--- config.mk ---
export PLATFORM = sky130hd
export DESIGN_NAME = bg_fade_draw
export DESIGN_NICKNAME = d
export VERILOG_FILES = /design/src/rtl/bg_fade_draw.sv
export SDC_FILE = /design/constraint.sdc
export NUM_CORES = 1
export LEC_CHECK = 0
export CORE_MARGIN = 1
export CORE_UTILIZATION = 50
export DETAILED_ROUTE_END_ITERATION = 10
export PLACE_DENSITY = 0.77
export SYNTH_ARGS = -nofsm -noshare
export SYNTH_HDL_FRONTEND = slang
export SYNTH_SLANG_ARGS = --single-unit
--- constraint.sdc ---
create_clock -name clk -period 5.25 [get_ports clk]
set_clock_uncertainty 0.15 [all_clocks]
set_input_delay 1.05 -clock clk [delete_from_list [all_inputs] [get_ports clk]]
set_output_delay 1.05 -clock clk [all_outputs]
set_load 0.03 [all_outputs]
--- src/rtl/bg_fade_draw.sv ---
// Background renderer: registered RGB332 pixel from game state with frame-synchronous
// cross-fade, border bracket and info-bar flag. Optional 32x32 play-state checker: BG_CHECKER_EN.
module bg_fade_draw #(
  parameter int          STATE_W      = 2,
  parameter int          FADE_LOG2    = 4,
  parameter int          FRAME_W      = 640,
  parameter int          FRAME_H      = 480,
  parameter int          BORDER_W     = 10,
  parameter int          INFO_H       = 32,
  parameter logic [7:0]  BORDER_COLOR = 8'hFF
) (
  input  logic               clk,
  input  logic               reset,
  input  logic               startOfFrame,
  input  logic [STATE_W-1:0] bgState,
  input  logic [10:0]        pixelX,
  input  logic [10:0]        pixelY,
  output logic [7:0]         BG_RGB,
  output logic               infoRequest,
  output logic               fadeBusy
);

  localparam int              SW        = (FADE_LOG2 > 0) ? FADE_LOG2 : 1;
  localparam logic [SW-1:0]   LAST_STEP = SW'((1 << FADE_LOG2) - 1);
  localparam logic [7:0]      PAL0      = 8'b000_100_00;
  localparam logic [10:0]     X_MAX     = 11'(FRAME_W);
  localparam logic [10:0]     Y_MAX     = 11'(FRAME_H);
  localparam logic [10:0]     BW        = 11'(BORDER_W);
  localparam logic [10:0]     X_HI      = 11'(FRAME_W - BORDER_W);
  localparam logic [10:0]     Y_HI      = 11'(FRAME_H - BORDER_W);
  localparam logic [10:0]     INFO_Y    = 11'(INFO_H);

  typedef enum logic {IDLE, FADE} fsm_t;

  // States above 3 alias onto the four base colours.
  function automatic logic [7:0] palette(input logic [STATE_W-1:0] s);
    logic [31:0] i;
    i = 32'(s);
    unique case (i[1:0])
      2'd0: palette = 8'b000_100_00;
      2'd1: palette = 8'b100_000_00;
      2'd2: palette = 8'b000_000_10;
      2'd3: palette = 8'b001_001_01;
    endcase
  endfunction

  // Signed difference scaled by step, arithmetic shift keeps the result between endpoints.
  function automatic logic [2:0] blend_ch(input logic [2:0] f, input logic [2:0] t,
                                          input logic [SW-1:0] s);
    logic signed [15:0] d;
    logic signed [15:0] p;
    d = $signed({13'd0, t}) - $signed({13'd0, f});
    p = d * $signed({{(16 - SW){1'b0}}, s});
    p = p >>> FADE_LOG2;
    blend_ch = f + p[2:0];
  endfunction

  function automatic logic [7:0] blend(input logic [7:0] f, input logic [7:0] t,
                                       input logic [SW-1:0] s);
    logic [2:0] r, g, b;
    r = blend_ch(f[7:5], t[7:5], s);
    g = blend_ch(f[4:2], t[4:2], s);
    b = blend_ch({1'b0, f[1:0]}, {1'b0, t[1:0]}, s);
    blend = {r, g, b[1:0]};
  endfunction

  fsm_t               state, state_n;
  logic [STATE_W-1:0] cur_state, cur_n, tgt_state, tgt_n;
  logic [SW-1:0]      step, step_n;
  logic [7:0]         from_color, from_n, to_color, to_n;
  logic [7:0]         fade_color, scene_color, pix_color;
  logic               in_frame, border;

  assign fade_color  = blend(from_color, to_color, step);
  assign scene_color = (state == FADE) ? fade_color : palette(cur_state);
  assign fadeBusy    = (state == FADE);

  // NOTE: non-blocking (<=) for every register so all state updates see pre-edge values.
  always_ff @(posedge clk) begin
    if (reset) begin
      state      <= IDLE;
      cur_state  <= '0;
      tgt_state  <= '0;
      step       <= '0;
      from_color <= PAL0;
      to_color   <= PAL0;
    end else begin
      state      <= state_n;
      cur_state  <= cur_n;
      tgt_state  <= tgt_n;
      step       <= step_n;
      from_color <= from_n;
      to_color   <= to_n;
    end
  end

  // NOTE: every output of this block is defaulted first so no latch is inferred.
  always_comb begin
    state_n = state;
    cur_n   = cur_state;
    tgt_n   = tgt_state;
    step_n  = step;
    from_n  = from_color;
    to_n    = to_color;
    unique case (state)
      IDLE: begin
        if (bgState != cur_state) begin
          if (FADE_LOG2 > 0) begin
            from_n  = palette(cur_state);
            to_n    = palette(bgState);
            tgt_n   = bgState;
            step_n  = '0;
            state_n = FADE;
          end else begin
            cur_n = bgState;
          end
        end
      end
      FADE: begin
        // A new request restarts from the colour on screen and wins over startOfFrame.
        if (bgState != tgt_state) begin
          from_n = fade_color;
          to_n   = palette(bgState);
          tgt_n  = bgState;
          step_n = '0;
        end else if (startOfFrame) begin
          if (step == LAST_STEP) begin
            cur_n   = tgt_state;
            state_n = IDLE;
          end else begin
            step_n = step + SW'(1);
          end
        end
      end
    endcase
  end

  assign in_frame = (pixelX < X_MAX) && (pixelY < Y_MAX);
  assign border   = in_frame && ((pixelX < BW) || (pixelX >= X_HI) ||
                                 (pixelY < BW) || (pixelY >= Y_HI));

`ifdef BG_CHECKER_EN
  always_comb begin
    pix_color = scene_color;
    if (state == IDLE && cur_state == STATE_W'(1) && (pixelX[5] ^ pixelY[5]))
      pix_color = {1'b0, scene_color[7:6], 1'b0, scene_color[4:3], 1'b0, scene_color[1]};
  end
`else
  assign pix_color = scene_color;
`endif

  always_ff @(posedge clk) begin
    if (reset) begin
      BG_RGB      <= 8'h00;
      infoRequest <= 1'b0;
    end else begin
      if (!in_frame)   BG_RGB <= 8'h00;
      else if (border) BG_RGB <= BORDER_COLOR;
      else             BG_RGB <= pix_color;
      infoRequest <= in_frame && !border && (pixelY < INFO_Y);
    end
  end

endmodule

==> results of run 1 <==
Yosys cell counts (all sizes together), types with 8 or more instances:
library cell  count  area [um^2]
xnor2            14          123
nand2b            9         56.3
nor2             21         78.8
a21oi            19         95.1
nor3             11         76.3
nand2            21         78.8
fa               16          320
inv              30          113
dfxtp            30          601
and2             12         75.1
xor2              8         85.1
ha               33          413
registers in the layout (all words and copies together), names as in the netlist:
name and cells:
BG_RGB 8, from_color 8, step 4, to_color 4, cur_state 2, tgt_state 2, fadeBusy 1, infoRequest 1
per-stage QoR:
| stage | instances | TNS [ps] | hold slack [ps] | power [uW] |
|---|---|---|---|---|
| 2_1_floorplan | 303 | 0 | 282 | 613 |
| 3_3_place_gp | 407 | -161 | 290 | 742 |
| 3_5_place_dp | 407 | -406 | 301 | 765 |
| 4_1_cts | 416 | 0 | 324 | 992 |
| 5_1_grt | 420 | -572 | 334 | 1170 |
| 6_report | 420 | 0 | 323 | 1090 |
what timing repair did:
| item | CTS | global route |
|---|---|---|
| pin swaps | 19 | 26 |
| gates resized for setup | 13 | 22 |
| setup endpoints to repair | 4 | 4 |
| gates cloned | 0 | 0 |
| buffers inserted | 1 | 4 |
cell families (layout without fill, tap and decap cells):
group	Yosys count	after routing	share of synthesized area
simple gates	112	112	0.223
fa+ha+maj	49	49	0.271
buf+inv	42	89	0.0660
flops	30	30	0.222
mux	6	6	0.0222
compound gates	40	40	0.103
xor+xnor	24	24	0.0933
worst min-delay path, stage by stage (launching register included):
cell,delay [ps]
sky130_fd_sc_hd__dfxtp_2,320
sky130_fd_sc_hd__nand2_1,50
sky130_fd_sc_hd__a21oi_1,50
final cells by class:
class | instances | share of cell area
Clock buffer | 6 | 0.0239
Clock inverter | 2 | 0.00362
Inverter | 30 | 0.0325
Multi-Input combinational cell | 231 | 0.604
Sequential cell | 30 | 0.175
Tap cell | 70 | 0.0253
Timing Repair Buffer | 51 | 0.136
report_power, final:
| group | internal [uW] | switching (uW) |
|---|---|---|
| sequential | 247 | 20.9 |
| clock | 105 | 88.2 |
| combinational | 322 | 302 |
| total | 674 | 411 |
routing by layer:
metal  track usage  part of all wire  vias to the layer above
met4        0.0617            0.0088                        0
met3        0.0304             0.044                        6
met5             0                 0                        -
li1              -                 -                     1113
met1         0.282              0.44                     1081
met2         0.402              0.51                       53
final timing paths:
path | startpoint | to | slack, ps | cells after the start
max reg2reg | from_color[4] | from_color[4] | 20 | 17
max | from_color[4] | from_color[4] | 20 | 17
min | to_color[5] | to_color[5] | 320 | 2
min reg2reg | to_color[5] | to_color[5] | 320 | 2
==> results summary, run 1 <==
Of the synthesized area, sequential elements account for 0.222. The first-pass GRT wire length came out at 9.62 mm. The vertical die dimension is 75.6 um. The worst setup path is of the reg -> reg kind. Together, buffers and inverters on the worst path number 2. The total wire length after detailed routing came out at 6.00 mm.

The number of max-capacitance violations reported came out at 0. In this run, synthesis inferred 0 flip-flops with an integrated enable. The total power density per cell area is 314 nW/um^2. Once placement finished, the instance area stood at 3160 um^2. Entering global routing, the biggest net connects 21 pins.

The top-level I/O count came out at 37. The overall routing resource usage is 0.224. The worst-case vdd ir drop came out at 234 uV. The number of sinks on the clock net is 30. The number of detailed-route iterations in the first pass is 4. The area occupied by registers came out at 606 um^2. The number of buffers inserted during clock tree synthesis is 5. The layout overhead on the synthesized area is 27.7%. The required arrival time at the worst endpoint came out at 5200 ps.

The final number of setup-violating endpoints is 0. Setup repair after global routing could not meet its margin everywhere. The insertion delay to the later sink of the worst-skew pair is 280 ps. The mean instance size in the synthesized netlist is 8.94 um^2. The library cells used most frequently in the layout, excluding fill and tap cells, are sky130_fd_sc_hd__clkdlybuf4s50_1 (35), sky130_fd_sc_hd__dfxtp_1 (26), sky130_fd_sc_hd__ha_1 (25), sky130_fd_sc_hd__inv_1 (24).

After clock tree synthesis, the clock-pin slew on the worst setup and hold paths is 70 ps. Timing would allow up to 191 MHz. The total overflow left after global routing is 0. The leakage power figure is 0.00146 uW. The slew at the pin closest to its max-slew limit came out at 1240 ps. The gate count after technology mapping is 303. The count of final hold-check violations is 0. Leaving out fill and tap cells, the most frequent cell in the layout is sky130_fd_sc_hd__clkdlybuf4s50_1. The synthesis warning total came out at 0. The detail route stage leaves a number of antenna-violating nets equal to 0.

The core utilization of the finished layout is 0.669. The HPWL after detailed placement is 4.54 mm. In this run the worst hold path is classified as reg -> reg. The cell with the biggest individual delay on the critical path is sky130_fd_sc_hd__fa_1. The last weighted congestion value of the routability-driven placer is 0.799. The synthesized flop and latch total came out at 30. After detailed routing, the average wire length per cell comes to 14.3 um.

The initial cell density of the core came out at 0.524. The filler cell count in the final layout is 408. The core region is 5170 um^2. Along the worst path, the maximum fanout reaches 2.

The maximum clock insertion buffer count came out at 2. The area of the mapped netlist is 2710 um^2. When the netlist entered floorplanning its net count stood at 379. The initial DRC count is 80. The area enclosed by the die boundary is 5720 um^2.

The die is 75.6 um wide. The worst slew margin relative to its limit came out at 0.174. The footprint of the multi-input gates came out at 2090 um^2. The number of library cell types mapped by synthesis is 44.

During placement, the flow inserted port buffers numbering 35. The flow ran to the end, and the final reports show no timing, DRC or antenna violations. The antenna diode count is 0. The primary flip-flop cell chosen by synthesis mapping is sky130_fd_sc_hd__dfxtp_1.

The setup slack after layout is 15.2 ps. The final number of max-transition violations is 0. The share of final-layout standard cells stronger than drive strength 1 came out at 0.189.

The arrival time reported for the critical path endpoint came out at 5190 ps. The H-tree was split into 2 levels. Walking the worst path, the cells encountered are inv_2 > ha_4 > nor3b_4 > or3_4 > fa_1 > fa_1 > fa_1 > nor3_2 > fa_1 > ha_2 > inv_2 > fa_2 > xnor3_1 > xnor2_2 > xnor2_1 > mux2i_1 > a41oi_1. The type of destination of the critical path is a flip-flop. The dominant cell type by count on the critical path is sky130_fd_sc_hd__fa_1.

The post-cts hold buffer count came out at 0. The worst path in the final design needs a cycle of 5230 ps, including I/O delays and setup. The async set or reset register ratio after synthesis is 0. The number of antenna violations at the first check in global routing is 0. The final period utilization is 0.997. The peak per-stage delay on the critical path came out at 580 ps. The root buffer cell is sky130_fd_sc_hd__clkbuf_8. The initialized floorplan defines 26 standard-cell rows. TritonCTS built the clock tree. The vias after detailed routing came out at 2,253. The launching element type of the critical path is a flip-flop. The remaining routing DRC violations is 0.

Prior to clock tree synthesis, the placed netlist has a worst setup slack of -169 ps. The final instance area is 3460 um^2. The via count of the first global-routing pass is 2,182. The via-per-instance ratio is 5.36. On the critical path the largest part of the delay comes from adder cells. The number of nets in the finished design is 425.
Power figures use the tool's default switching activity.
==> inputs of run 2 (changes only) <==
--- a/config.mk
+++ b/config.mk
@@ -8,7 +8,8 @@
 export CORE_MARGIN = 1
 export CORE_UTILIZATION = 50
 export DETAILED_ROUTE_END_ITERATION = 10
-export PLACE_DENSITY = 0.77
+export PLACE_DENSITY_LB_ADDON = 0.3
+export REMOVE_ABC_BUFFERS = 1
 export SYNTH_ARGS = -nofsm -noshare
 export SYNTH_HDL_FRONTEND = slang
 export SYNTH_SLANG_ARGS = --single-unit
==> results summary, run 2 (same netlist as run 1, synthesis figures left out) <==
The flow ran to the end, but the final reports show violations. The checks that failed: negative setup slack. Data on the critical path arrives at its endpoint at 5240 ps. The core area came out at 5170 um^2. The worst slew margin relative to its limit is 0.511. In this run the core area contains 26 standard-cell rows. The core utilization of the finished layout is 0.676.

The leakage power figure is 0.00148 uW. The initial cell density of the core came out at 0.524. Max-cap violations in this run came to 0. The count of final hold-check violations came out at 0. The number of H-tree branching levels is 2. For this run, the total global-route usage over all layers was measured as 0.219. The maximum number of pins on one net before global-route repair is 21. The wire length per cell came out at 14.0 um. The floorplan step set the die height to 75.6 um. The placed wire-length estimate after detailed placement came out at 4.40 mm.

Counting along the longest clock path gives a buffer depth of 2. The top-level I/O count is 37. The number of non-filler instances in the completed layout came out at 421.

The antenna diode count is 0. The clock reaches the later pin of the worst-skew pair after 280 ps. Including well taps, the total number of placed cells is 410. The number of antenna violations at the first check in global routing is 0.

Of the cells placed in the final design, the portion with a size suffix greater than 1 is 0.197. The worst setup path is launched from a flip-flop. The cell sitting at the root of the clock tree is a sky130_fd_sc_hd__clkbuf_8. After clock tree synthesis, the clock-pin slew on the worst setup and hold paths is 60 ps. The top achievable clock speed is 190 MHz.

The layout overhead on the synthesized area is 29.1%. The required arrival time at the worst endpoint came out at 5240 ps. The minimum period implied by the final worst setup slack came out at 5250 ps. The final period utilization came out at 1.00. Along the worst path, the maximum fanout reaches 3. TritonCTS built the clock tree. The total power density per cell area came out at 315 nW/um^2. The vias after detailed routing came out at 2,219. The number of detailed-route iterations in the first pass is 4. The worst setup path is of the reg -> reg kind. Leaving out fill and tap cells, the most frequent cell in the layout is sky130_fd_sc_hd__clkdlybuf4s50_1. The total wire length after detailed routing came out at 5.90 mm. The power consumption came out at 1100 uW. The clock drives 30 sinks.

The worst-case vdd ir drop came out at 222 uV. Setup violations remaining at the end of the flow were counted as 1. The first-pass GRT wire length came out at 9.42 mm. From left edge to right edge, the die measures 75.6 um. Routability-driven placement finished with a final weighted congestion of 0.813. Fill cells in the final layout number 400. The via count of the first global-routing pass came out at 2,165.

Once routing completed, OpenROAD measured the worst setup slack at -0.627 ps. The floorplan step defined a die boundary enclosing 5720 um^2. The type of destination of the critical path is a flip-flop. The post-cts hold buffer count is 0. The library cells used most frequently in the layout, excluding fill and tap cells, are sky130_fd_sc_hd__clkdlybuf4s50_1 (35), sky130_fd_sc_hd__dfxtp_1 (25), sky130_fd_sc_hd__inv_1 (25), sky130_fd_sc_hd__ha_1 (25). The final number of max-transition violations is 0. The number of nets in the finished design came out at 427. The detailed router finished its first iteration with 86 violations. In this run, CTS created clock tree buffers numbering 5.

The largest registers in the layout are BG_RGB x8, from_color x8. After detailed routing, the number of remaining DRC violations is 0. The leftover overflow at the end of global routing is 0. The number of port buffers came out at 35. The via-per-instance ratio came out at 5.27. The count of nets left with antenna violations after detail routing is 0. The path class of the tightest hold or removal check is reg -> reg. Setup repair after global routing could not meet its margin everywhere. The setup TNS after final layout is -0.627 ps.

For flop-to-flop paths, the worst setup slack is -0.6 ps. The slew at the pin closest to its max-slew limit is 732 ps.
-- run 2: final cells by class --
cell class	count	area, um^2	share of cell area
clock buffer	6	82.6	0.0236
sequential	30	607	0.174
multi-input combinational	231	2090	0.597
inverter	30	113	0.0322
clock inverter	1	30.0	0.00859
tap	70	87.6	0.0250
timing repair buffer	53	489	0.140
-- run 2: stage by stage --
step | hold WS, ps | cell area [um^2] | worst slack [ps]
2_1_floorplan | 276 | 2640 | 53.4
3_3_place_gp | 291 | 3190 | -59.1
3_5_place_dp | 303 | 3190 | -92.2
4_1_cts | 310 | 3310 | 28.0
5_1_grt | 341 | 3500 | -220
6_report | 311 | 3500 | -0.627
-- run 2: final timing paths --
kind / cells after the start / endpoint / from
min reg2reg: 2 / to_color[1] / to_color[1]
max reg2reg: 17 / BG_RGB[7] / from_color[7]
min: 2 / to_color[1] / to_color[1]
max: 17 / BG_RGB[7] / from_color[7]
-- run 2: worst max-delay path, cell delays in order, from the launching register on --
cell,delay [ps]
sky130_fd_sc_hd__dfxtp_2,330
sky130_fd_sc_hd__inv_2,40
sky130_fd_sc_hd__ha_4,210
sky130_fd_sc_hd__nor3b_4,150
sky130_fd_sc_hd__or3_4,370
sky130_fd_sc_hd__fa_1,490
sky130_fd_sc_hd__fa_1,560
sky130_fd_sc_hd__fa_1,400
sky130_fd_sc_hd__or2_1,270
sky130_fd_sc_hd__nor3_2,200
sky130_fd_sc_hd__fa_1,450
sky130_fd_sc_hd__ha_2,210
sky130_fd_sc_hd__fa_2,390
sky130_fd_sc_hd__xnor2_2,140
sky130_fd_sc_hd__xnor2_1,190
sky130_fd_sc_hd__xnor2_1,170
sky130_fd_sc_hd__mux2i_1,270
sky130_fd_sc_hd__a31oi_1,100
-- run 2: power breakdown --
group          leakage (uW)  total (uW)  switching [uW]  internal, uW
clock             0.0000573         235            83.1           152
sequential         0.000246         269            21.5           247
combinational       0.00118         600             290           309
total               0.00148        1100             395           708
-- run 2: what timing repair did --
item                       4_1_cts  5_1_grt
resized for setup                3       33
pin swaps                       11       28
setup endpoints to repair        4        4
hold endpoints to repair         0        0
setup buffers                    0        4
cloned                           0        0
-- run 2: routing by layer --
layer,part of all wire,track usage
met5,0,0
met4,0.013,0.0802
met3,0.043,0.0450
met2,0.50,0.361
met1,0.45,0.285
==> inputs of run 3 (changes only) <==
--- a/config.mk
+++ b/config.mk
@@ -6,7 +6,8 @@
 export NUM_CORES = 1
 export LEC_CHECK = 0
 export CORE_MARGIN = 1
-export CORE_UTILIZATION = 50
+export CORE_UTILIZATION = 52
+export CTS_BUF_LIST = sky130_fd_sc_hd__clkbuf_2
 export DETAILED_ROUTE_END_ITERATION = 10
 export PLACE_DENSITY_LB_ADDON = 0.3
 export REMOVE_ABC_BUFFERS = 1
==> results summary, run 3 (same netlist as run 1, synthesis figures left out) <==
The run finished, with violations left. The checks that failed: negative setup slack. The insertion delay to the later sink of the worst-skew pair came out at 360 ps. The area occupied by registers came out at 608 um^2.

The maximum clock insertion buffer count is 2. The initial DRC count is 72. The type of destination of the critical path is a flip-flop. The number of nets in the finished design came out at 426. The antenna diode count is 0. The required arrival time at the worst endpoint is 5310 ps. The number of max-capacitance violations reported came out at 0. The number of non-filler instances in the completed layout is 418. The top achievable clock speed came out at 187 MHz. The number of core rows is 25. Among the stages of the critical path, the cell type that occurs most often is sky130_fd_sc_hd__fa_1.

The footprint of the multi-input gates came out at 2060 um^2. The worst hold path belongs to the class reg -> reg. The arrival time reported for the critical path endpoint came out at 5400 ps.

The cell count after placement came out at 406. Once routing completed, OpenROAD measured the worst setup slack at -92.7 ps. The last weighted congestion value of the routability-driven placer is 0.802. The final period utilization is 1.02. The area of placed instances is 3170 um^2. The signal on the critical path passes through inv_2 > ha_4 > nor3b_4 > or3_4 > fa_1 > fa_1 > fa_1 > or2_1 > nor3_2 > fa_1 > ha_2 > fa_2 > xnor2_2 > xnor2_1 > xnor2_1 > mux2i_1 > a31oi_1. Summed over all layers, the global routing overflow is 0. The slowest stage of the critical path belongs to the cell sky130_fd_sc_hd__fa_1.

The die is 74.2 um tall. Setup repair after global routing could not meet its margin everywhere. The number of antenna violations at the first check in global routing came out at 0. IR analysis of the VDD net gives a maximum drop of 167 uV. The total power density per cell area came out at 282 nW/um^2.

The total wire length after detailed routing is 5.83 mm. TritonCTS built the clock tree. The count of final hold-check violations is 0.

The first-pass GRT wire length came out at 9.52 mm. The die outline width came out at 74.2 um. The worst setup path is launched from a flip-flop. The leakage power figure is 0.00144 uW.

The overall routing resource usage came out at 0.230. The wire length per cell is 13.9 um. Counting the fill cells in the layout gives 395.

The clock drives 30 sinks. The vias after detailed routing is 2,204. In the layout the commonest cells are sky130_fd_sc_hd__clkdlybuf4s50_1 (35), sky130_fd_sc_hd__ha_1 (26), sky130_fd_sc_hd__dfxtp_1 (24), sky130_fd_sc_hd__inv_1 (24). The maximum number of pins on one net before global-route repair is 21. Clock tree synthesis selected as its root buffer the cell sky130_fd_sc_hd__clkbuf_2. The routed wire length on met3 came out at 264 um. The via count of the first global-routing pass is 2,127. For this run, design rule violations remaining after detail routing come to 0.

The top-level I/O count came out at 37. The layout overhead on the synthesized area came out at 24.8%. The core area came out at 4880 um^2. The worst pin sits at a relative slew slack of 0.486. The final number of max-transition violations was 0. The core utilization of the finished layout is 0.693. The power consumption is 954 uW. The die covers 5500 um^2. The final instance area came out at 3380 um^2. The largest fanout on the critical path is 2. Leaving out fill and tap cells, the most frequent cell in the layout is sky130_fd_sc_hd__clkdlybuf4s50_1. The smallest clock period supported by the final layout is computed as 5340 ps.

In the final routing, the length of wire on met1 measures 2.62 mm. The CTS clock-pin slew for the worst setup and hold paths came out at 170 ps. The initial cell density of the core came out at 0.555. The detail route stage leaves a number of antenna-violating nets equal to 0. The count of buffers added on input and output ports is 35. The critical path class is reg -> reg.

The via-per-instance ratio came out at 5.27. The peak per-stage delay on the critical path came out at 540 ps. The uppermost signal routing layer after detailed routing is met4. For the pin with the worst max-slew slack, the measured transition is 769 ps. Detailed placement ended at an HPWL of 4.44 mm. The share of final-layout standard cells stronger than drive strength 1 is 0.188. The final number of setup-violating endpoints came out at 2. The met2 wire length is 2.90 mm.

In the final layout, the registers with the most flip-flops are BG_RGB x8, from_color x8. The H-tree generated during clock tree synthesis spans 2 levels. The number of detailed-route iterations in the first pass came out at 4. The number of clock buffers added by TritonCTS is 5.
==> run 3: cell count changes in the layout (fill, tap and decap cells not counted), moves of 2 or more <==
| cell | change |
|---|---|
| sky130_fd_sc_hd__clkinv_1 | +3 |
| sky130_fd_sc_hd__ha_4 | -2 |
| sky130_fd_sc_hd__clkbuf_8 | -6 |
| sky130_fd_sc_hd__clkbuf_2 | +5 |
==> run 3: where the power goes <==
part / total (uW) / leakage (uW) / internal, uW / switching, uW
Sequential: 270 / 0.000246 / 247 / 22.3
Combinational: 580 / 0.00117 / 301 / 279
Clock: 105 / 0.0000255 / 28.4 / 76.1
Total: 954 / 0.00144 / 577 / 378
==> run 3: layout make-up <==
| type | instances | share of cell area |
|---|---|---|
| clock buffers | 5 | 0.00740 |
| inverters | 30 | 0.0333 |
| well taps | 67 | 0.0248 |
| multi-input cells | 231 | 0.609 |
| clock inverters | 3 | 0.00333 |
| repair buffers | 52 | 0.142 |
| flip-flops and latches | 30 | 0.180 |
==> run 3: path summary, 6_finish.rpt <==
path | startpoint | end | slack (ps) | depth (start not counted)
min | to_color[1] | to_color[1] | 310 | 2
max | from_color[7] | BG_RGB[7] | -90 | 17
min reg2reg | to_color[1] | to_color[1] | 310 | 2
max reg2reg | from_color[7] | BG_RGB[7] | -90 | 17
==> run 3: layer usage <==
layer	global-route usage	up-vias
met5	0	-
met4	0.0705	0
met3	0.0339	8
met2	0.397	55
met1	0.296	1021
li1	-	1120
==> run 3: critical path: cells and delay by family, from the launching register on <==
kind                       cells  cell delay (ps)
AOI/OAI and AO/OA              1              120
xor gates and xnor gates       3              510
adders and majority gates      7             2680
buffers and inverters          1               50
DFF                            1              380
muxes                          1              290
and+or+nand+nor                4             1020
==> run 3: through the flow <==
step | setup TNS, ps | hold slack (ps) | setup slack (ps)
final | -135 | 314 | -92.7
after global routing | -456 | 336 | -222
after CTS | 0 | 314 | 4.67
after detailed placement | -341 | 294 | -169
after global placement | -181 | 294 | -104
after floorplan | 0 | 276 | 53.4
==> run 3: timing repair <==
action | CTS | global route
setup endpoints to repair | 4 | 4
gates resized for setup | 6 | 29
hold buffers | 0 | 0
pin swaps | 6 | 27
buffers inserted | 0 | 4
